[src/rtl/apb_master_bridge_pkg.sv]
// Shared types, default sizes and helpers for the APB master bridge.
package apb_master_bridge_pkg;

    typedef enum logic [1:0] {
        APB_IDLE   = 2'd0,
        APB_SETUP  = 2'd1,
        APB_ACCESS = 2'd2
    } apb_state_e;

    localparam int unsigned APB_DEF_DW      = 32;
    localparam int unsigned APB_DEF_AW      = 32;
    localparam int unsigned APB_DEF_NSLV    = 4;
    localparam int unsigned APB_DEF_SLV_LSB = 12;
    localparam int unsigned APB_DEF_TIMEOUT = 16;

    // Index/counter width that never collapses to zero bits.
    function automatic int unsigned clog2_min1(input int unsigned n);
        return (n <= 32'd2) ? 32'd1 : $clog2(n);
    endfunction

endpackage

[src/rtl/apb_master_bridge_if.sv]
// Request/response channel plus shared APB bus seen by the bridge (master) and its environment.
interface apb_master_bridge_if #(
    parameter int unsigned DW   = 32,
    parameter int unsigned AW   = 32,
    parameter int unsigned NSLV = 4
) ();

    logic                 req_valid;
    logic                 req_ready;
    logic                 req_write;
    logic [AW-1:0]        req_addr;
    logic [DW-1:0]        req_wdata;
    logic                 rsp_valid;
    logic [DW-1:0]        rsp_rdata;
    logic                 rsp_err;
    logic [AW-1:0]        pADDR;
    logic [NSLV-1:0]      pSEL;
    logic                 pENABLE;
    logic                 pWRITE;
    logic [DW-1:0]        pWDATA;
    logic [NSLV*DW-1:0]   pRDATA;
    logic [NSLV-1:0]      pREADY;
    logic [NSLV-1:0]      pSLVERR;

    modport master (
        input  req_valid, req_write, req_addr, req_wdata, pRDATA, pREADY, pSLVERR,
        output req_ready, rsp_valid, rsp_rdata, rsp_err, pADDR, pSEL, pENABLE, pWRITE, pWDATA
    );

    modport slave (
        output req_valid, req_write, req_addr, req_wdata, pRDATA, pREADY, pSLVERR,
        input  req_ready, rsp_valid, rsp_rdata, rsp_err, pADDR, pSEL, pENABLE, pWRITE, pWDATA
    );

endinterface

[src/rtl/apb_master_bridge_addr_decoder.sv]
// Extracts the slave index field from a byte address and flags whether it names a real slave.
module apb_master_bridge_addr_decoder #(
    parameter int unsigned AW      = 32,
    parameter int unsigned NSLV    = 4,
    parameter int unsigned SLV_LSB = 12,
    parameter int unsigned SW      = 2
) (
    input  logic [AW-1:0] i_addr,
    output logic [SW-1:0] o_idx,
    output logic          o_hit
);

    logic w_unused_addr;

    assign o_idx = i_addr[SLV_LSB +: SW];
    assign o_hit = ({1'b0, o_idx} < (SW + 1)'(NSLV));

    // Only the index field matters; the rest of the address is deliberately ignored.
    assign w_unused_addr = ^i_addr;

endmodule

[src/rtl/apb_master_bridge.sv]
// APB master bridge: turns a valid/ready request into APB SETUP/ACCESS transfers towards NSLV
// slaves, muxes the selected slave's reply back and aborts transfers that wait too long.
module apb_master_bridge
    import apb_master_bridge_pkg::*;
#(
    parameter int unsigned DW      = APB_DEF_DW,
    parameter int unsigned AW      = APB_DEF_AW,
    parameter int unsigned NSLV    = APB_DEF_NSLV,
    parameter int unsigned SLV_LSB = APB_DEF_SLV_LSB,
    parameter int unsigned TIMEOUT = APB_DEF_TIMEOUT
) (
    input logic                 pCLK,
    input logic                 pRESET,
    apb_master_bridge_if.master bus
);

    localparam int unsigned SW = clog2_min1(NSLV);
    localparam int unsigned CW = clog2_min1(TIMEOUT + 1);

    typedef struct packed {
        logic [DW-1:0] rdata;
        logic          err;
    } rsp_t;

    apb_state_e    r_state;
    apb_state_e    w_state_next;
    logic [AW-1:0] r_addr;
    logic [DW-1:0] r_wdata;
    logic          r_write;
    logic [SW-1:0] r_idx;
    logic [CW-1:0] r_wait;
    logic [CW-1:0] w_wait_next;
    logic          r_rsp_valid;
    logic          w_rsp_valid_next;
    rsp_t          r_rsp;
    rsp_t          w_rsp_next;

    logic          w_accept;
    logic          w_hit;
    logic [SW-1:0] w_dec_idx;
    logic          w_sel_ready;
    logic          w_sel_err;
    logic [DW-1:0] w_sel_rdata;
    logic          w_timeout;
    logic [NSLV-1:0] w_psel;

    apb_master_bridge_addr_decoder #(
        .AW      (AW),
        .NSLV    (NSLV),
        .SLV_LSB (SLV_LSB),
        .SW      (SW)
    ) u_addr_decoder (
        .i_addr (bus.req_addr),
        .o_idx  (w_dec_idx),
        .o_hit  (w_hit)
    );

    assign w_sel_ready = bus.pREADY[r_idx];
    assign w_sel_err   = bus.pSLVERR[r_idx];
    assign w_sel_rdata = bus.pRDATA[r_idx*DW +: DW];

    // Fires on the ACCESS cycle whose miss would bring the wait count up to TIMEOUT.
    assign w_timeout = (TIMEOUT != 0) && ((r_wait + 1'b1) == CW'(TIMEOUT));

    always_comb begin
        w_state_next     = r_state;
        w_wait_next      = r_wait;
        w_rsp_valid_next = 1'b0;
        w_rsp_next       = r_rsp;
        w_accept         = 1'b0;
        unique case (r_state)
            APB_IDLE: begin
                if (bus.req_valid) begin
                    if (w_hit) begin
                        w_accept     = 1'b1;
                        w_state_next = APB_SETUP;
                    end else begin
                        w_rsp_valid_next = 1'b1;
                        w_rsp_next.rdata = '0;
                        w_rsp_next.err   = 1'b1;
                    end
                end
            end
            APB_SETUP: begin
                w_wait_next  = '0;
                w_state_next = APB_ACCESS;
            end
            APB_ACCESS: begin
                if (w_sel_ready) begin
                    w_state_next     = APB_IDLE;
                    w_rsp_valid_next = 1'b1;
                    w_rsp_next.rdata = r_write ? '0 : w_sel_rdata;
                    w_rsp_next.err   = w_sel_err;
                end else if (w_timeout) begin
                    w_state_next     = APB_IDLE;
                    w_rsp_valid_next = 1'b1;
                    w_rsp_next.rdata = '0;
                    w_rsp_next.err   = 1'b1;
                end else begin
                    w_wait_next = r_wait + 1'b1;
                end
            end
            default: begin
                w_state_next = APB_IDLE;
            end
        endcase
    end

    always_ff @(posedge pCLK) begin
        if (pRESET) begin
            r_state     <= APB_IDLE;
            r_addr      <= '0;
            r_wdata     <= '0;
            r_write     <= 1'b0;
            r_idx       <= '0;
            r_wait      <= '0;
            r_rsp_valid <= 1'b0;
            r_rsp       <= '0;
        end else begin
            r_state     <= w_state_next;
            r_wait      <= w_wait_next;
            r_rsp_valid <= w_rsp_valid_next;
            r_rsp       <= w_rsp_next;
            // Bus-side address/data only change on an accepted transfer so IDLE never toggles them.
            if (w_accept) begin
                r_addr  <= bus.req_addr;
                r_wdata <= bus.req_wdata;
                r_write <= bus.req_write;
                r_idx   <= w_dec_idx;
            end
        end
    end

    always_comb begin
        w_psel = '0;
        if (r_state != APB_IDLE) begin
            w_psel[r_idx] = 1'b1;
        end
    end

    assign bus.req_ready = (r_state == APB_IDLE);
    assign bus.rsp_valid = r_rsp_valid;
    assign bus.rsp_rdata = r_rsp.rdata;
    assign bus.rsp_err   = r_rsp.err;
    assign bus.pADDR     = r_addr;
    assign bus.pSEL      = w_psel;
    assign bus.pENABLE   = (r_state == APB_ACCESS);
    assign bus.pWRITE    = r_write;
    assign bus.pWDATA    = r_wdata;

endmodule

[src/flat_wrapper.sv]
// flat-port wrapper written by rule: the top's interface ports become plain ports
module apb_master_bridge_flat import apb_master_bridge_pkg::*;
#(
    parameter int unsigned DW      = APB_DEF_DW,
    parameter int unsigned AW      = APB_DEF_AW,
    parameter int unsigned NSLV    = APB_DEF_NSLV,
    parameter int unsigned SLV_LSB = APB_DEF_SLV_LSB,
    parameter int unsigned TIMEOUT = APB_DEF_TIMEOUT
)
  (pCLK, pRESET, bus_req_valid, bus_req_write, bus_req_addr, bus_req_wdata, bus_pRDATA, bus_pREADY, bus_pSLVERR, bus_req_ready, bus_rsp_valid, bus_rsp_rdata, bus_rsp_err, bus_pADDR, bus_pSEL, bus_pENABLE, bus_pWRITE, bus_pWDATA);
  apb_master_bridge_if #(.DW(DW), .AW(AW), .NSLV(NSLV)) bus_i ();
  input logic pCLK;
  input logic pRESET;
  input wire logic [$bits(bus_i.req_valid)-1:0] bus_req_valid;
  input wire logic [$bits(bus_i.req_write)-1:0] bus_req_write;
  input wire logic [$bits(bus_i.req_addr)-1:0] bus_req_addr;
  input wire logic [$bits(bus_i.req_wdata)-1:0] bus_req_wdata;
  input wire logic [$bits(bus_i.pRDATA)-1:0] bus_pRDATA;
  input wire logic [$bits(bus_i.pREADY)-1:0] bus_pREADY;
  input wire logic [$bits(bus_i.pSLVERR)-1:0] bus_pSLVERR;
  output wire logic [$bits(bus_i.req_ready)-1:0] bus_req_ready;
  output wire logic [$bits(bus_i.rsp_valid)-1:0] bus_rsp_valid;
  output wire logic [$bits(bus_i.rsp_rdata)-1:0] bus_rsp_rdata;
  output wire logic [$bits(bus_i.rsp_err)-1:0] bus_rsp_err;
  output wire logic [$bits(bus_i.pADDR)-1:0] bus_pADDR;
  output wire logic [$bits(bus_i.pSEL)-1:0] bus_pSEL;
  output wire logic [$bits(bus_i.pENABLE)-1:0] bus_pENABLE;
  output wire logic [$bits(bus_i.pWRITE)-1:0] bus_pWRITE;
  output wire logic [$bits(bus_i.pWDATA)-1:0] bus_pWDATA;
  assign bus_i.req_valid = bus_req_valid;
  assign bus_i.req_write = bus_req_write;
  assign bus_i.req_addr = bus_req_addr;
  assign bus_i.req_wdata = bus_req_wdata;
  assign bus_i.pRDATA = bus_pRDATA;
  assign bus_i.pREADY = bus_pREADY;
  assign bus_i.pSLVERR = bus_pSLVERR;
  assign bus_req_ready = bus_i.req_ready;
  assign bus_rsp_valid = bus_i.rsp_valid;
  assign bus_rsp_rdata = bus_i.rsp_rdata;
  assign bus_rsp_err = bus_i.rsp_err;
  assign bus_pADDR = bus_i.pADDR;
  assign bus_pSEL = bus_i.pSEL;
  assign bus_pENABLE = bus_i.pENABLE;
  assign bus_pWRITE = bus_i.pWRITE;
  assign bus_pWDATA = bus_i.pWDATA;
  apb_master_bridge #(.DW(DW), .AW(AW), .NSLV(NSLV), .SLV_LSB(SLV_LSB), .TIMEOUT(TIMEOUT)) u_core (.pCLK(pCLK), .pRESET(pRESET), .bus(bus_i));
endmodule
[config.mk]
export PLATFORM = sky130hd
export DESIGN_NAME = apb_master_bridge_flat
export DESIGN_NICKNAME = d
export VERILOG_FILES = /design/src/rtl/apb_master_bridge_pkg.sv /design/src/rtl/apb_master_bridge_if.sv /design/src/rtl/apb_master_bridge_addr_decoder.sv /design/src/rtl/apb_master_bridge.sv /design/src/flat_wrapper.sv
export SDC_FILE = /design/constraint.sdc
export NUM_CORES = 1
export LEC_CHECK = 0
export ABC_AREA = 1
export BUFFER_PORTS_ARGS = -buffer_cell sky130_fd_sc_hd__clkbuf_2
export CORE_AREA = 2 2 121 123
export CTS_BUF_LIST = sky130_fd_sc_hd__clkbuf_8 sky130_fd_sc_hd__clkbuf_16
export DETAILED_ROUTE_END_ITERATION = 16
export DIE_AREA = 0 0 123 125
export PLACE_DENSITY = 0.69
export SLEW_MARGIN = 15
export SYNTH_ARGS = -nofsm -noshare
export SYNTH_HDL_FRONTEND = slang
export SYNTH_SLANG_ARGS = --single-unit
export TNS_END_PERCENT = 10
[constraint.sdc]
create_clock -name pCLK -period 1.7 [get_ports pCLK]
set_input_delay 0.255 -clock pCLK [delete_from_list [all_inputs] [get_ports pCLK]]
set_output_delay 0.255 -clock pCLK [all_outputs]
set_load 0.02 [all_outputs]
==> impl_metrics.json <==
{
  "layout_min_cycle_time_ps": 1670,
  "yosysWarnings": 0,
  "cts_sinks": 106,
  "cts_buffers": 9,
  "cp.arrival_ps": 1960,
  "finalWirelength_mm": 17.7,
  "worstPathRequired_ps": 1990,
  "antenna_cells": 0,
  "cp_max_fo": 7,
  "grt_max_degree": 76,
  "syn-num-nets": 951,
  "drt-pass1-iter-count": 4,
  "synthToLayoutAreaGrowth_pct": 47.4,
  "die_h_um": 125,
  "start_util_pct": 35.3,
  "r2r_slack_ps": 30,
  "grt_pass1_wl_mm": 25.6,
  "hold_viol_final": 0,
  "place_inst": 1193,
  "core_sq_um": 14200,
  "hold_class": "in2reg",
  "drive_above_1_share_pct": 36.7,
  "wl_per_cell_um": 14.5,
  "clockBufferDepth": 2,
  "rsz0062_at_grt": "yes",
  "postSynthAreaPerCell_sq_um": 6.75,
  "final_cell_mix": "clkbuf_2 (304), nand2_1 (152), nor2_1 (132)",
  "holdPathStages": 3,
  "drc_errors": 0,
  "powerDensity_nw_per_um2": 888,
  "dr.first_iter.drc_count": 189,
  "rows": 44,
  "whs_ps": 155,
  "timing.rr.start": "u_core.r_wait[1]",
  "num_vias": 5943,
  "syn_inst": 743,
  "syn-cell-area_sq_um": 5010,
  "overflow": 0,
  "die_w_um": 123,
  "peakVddDrop_mv": 0.635,
  "max-slew-margin-rel_pct": 70.6,
  "cts_root_buffer": "clkbuf_16",
  "grt_pass1_vias": 5396,
  "fillers": 1476,
  "cts_tree": "yes",
  "netlist-cell-type-count": 24,
  "port_buffers": 308,
  "power_leakage_nw": 3.72,
  "min_to": "u_core.bus.pADDR[17]",
  "setup_viol": 0,
  "viasPerCell": 4.86,
  "fmax_mhz": 599,
  "io_pins": 309,
  "ant_nets": 0,
  "ys_ff_latch": 106,
  "track_usage_pct": 20.9,
  "status": "finished, final reports clean",
  "fin_util_pct": 52.0,
  "hpwl_mm": 12.5,
  "gp_congestion": 0.774,
  "hold_start": "bus_req_addr[17]",
  "postLayoutCellArea_sq_um": 7390,
  "die_area_sq_um": 15400,
  "layout.cells.most_common": "clkbuf_2",
  "cts_hold_buf": 0,
  "layout.area.seq_sq_um": 2130,
  "grt_antenna_before_repair": 0,
  "period_share_pct": 98.2,
  "finClkSkew_ps": 6.34,
  "crit_type": "reg2reg",
  "multi_input_area_sq_um": 2680,
  "finalNonFillerCells": 1222,
  "clock_latency_ps": 340,
  "cp-start-kind": "flip-flop",
  "slew_viol_final": 0,
  "cts-htree-levels": 3,
  "nets": 1242,
  "tightest_slew_ps": 441,
  "finalWorstSetupSlack_ps": 30.3,
  "yosysSeqAreaShare_pct": 42.3,
  "critPathCaptureType": "flip-flop",
  "clk_pin_slew_ps": 70,
  "reg2reg_depth": 12,
  "dpl_cell_area_sq_um": 6730,
  "r2r_end": "u_core.bus.rsp_rdata[21]",
  "pre_cts_ws_ps": -65.2,
  "maxCapViolations": 0
}
## worst max-delay path, cell delays in order, from the launching register on
cell and delay (ps):
dfxtp_2 360, ha_4 150, nand2_2 50, inv_2 80
nand3_2 80, nand2_2 110, nand3_4 80, nand2_4 120
nand2_8 100, nor2_4 190, clkbuf_16 180, nand2_1 50
nand2_1 50
## final cells by class
cell class                 instances  share of cell area (%)
clock buffer                      10                    3.39
sequential                       106                    28.9
multi-input combinational        562                    36.2
inverter                          18                   0.948
timing repair buffer             337                    27.0
clock inverter                     5                   0.491
tap                              184                    3.12
## registers in the layout, summed over array words and instances (netlist names)
name	cells
u_core.bus.pADDR	31
u_core.bus.pWDATA	32
u_core.bus.pWRITE	1
u_core.bus.rsp_err	1
u_core.bus.rsp_rdata	32
u_core.bus.rsp_valid	1
u_core.r_idx	1
u_core.r_state	2
u_core.r_wait	5
## timing repair
action	CTS	global route
setup buffers	3	4
resized for setup	9	27
setup endpoints to repair	36	70
cloned	1	7
pin swaps	2	9
## cell families after synthesis
family          synth area share, %
compound gates                 18.0
simple gates                   31.7
fa+ha+maj                     0.998
buf+inv                        7.01
flops                          42.3
## layer usage
metal  GRT usage, %  vias up  share of wire (%)
met5              0        -                  0
met4           7.95        0                2.9
met3           6.93       28                9.3
met2           36.5      225                 48
met1           23.3     2635                 40
li1               -     3055                  -
## cell usage after synthesis, drive strengths merged
cell,count,area [sq um]
nand3,81,410
a31oi,33,206
clkbuf,34,128
nand4,6,37.5
or2,1,6.26
ha,4,50.1
nor2,133,516
dfxtp,106,2120
nand2,159,604
inv,17,66.3
o21ai,66,330
a21oi,72,364
clkinv,1,3.75
buf,27,154
nor3,3,15.0
## metrics by stage
step / TNS [ps] / power, W
6_report: 0 / 0.00656
4_1_cts: 0 / 0.00655
2_1_floorplan: 0 / 0.00386
3_5_place_dp: -1300 / 0.00451
5_1_grt: -780 / 0.00695
3_3_place_gp: 0 / 0.00450
## power breakdown
| part | switching [W] | leakage, nW | internal, W |
|---|---|---|---|
| registers | 0.000109 | 0.873 | 0.00266 |
| clock network | 0.000935 | 0.138 | 0.00108 |
| logic | 0.00108 | 2.71 | 0.000696 |
| total | 0.00213 | 3.72 | 0.00444 |
## how the worst max path moves through the flow
stage	cells past startpoint	endpoint	from	slack, ps
6_report	12	u_core.bus.rsp_rdata[21]	u_core.r_wait[1]	30
5_1_grt	12	u_core.bus.rsp_rdata[3]	u_core.r_wait[1]	-60
4_1_cts	3	bus_pENABLE	u_core.r_state[0]	10
3_5_place_dp	11	u_core.bus.rsp_rdata[12]	u_core.r_wait[1]	-70
3_3_place_gp	11	u_core.bus.rsp_rdata[9]	u_core.r_wait[0]	30
2_1_floorplan	5	bus_pSEL[3]	u_core.r_idx[0]	30
No activity file was read; power rests on OpenSTA's default activity.
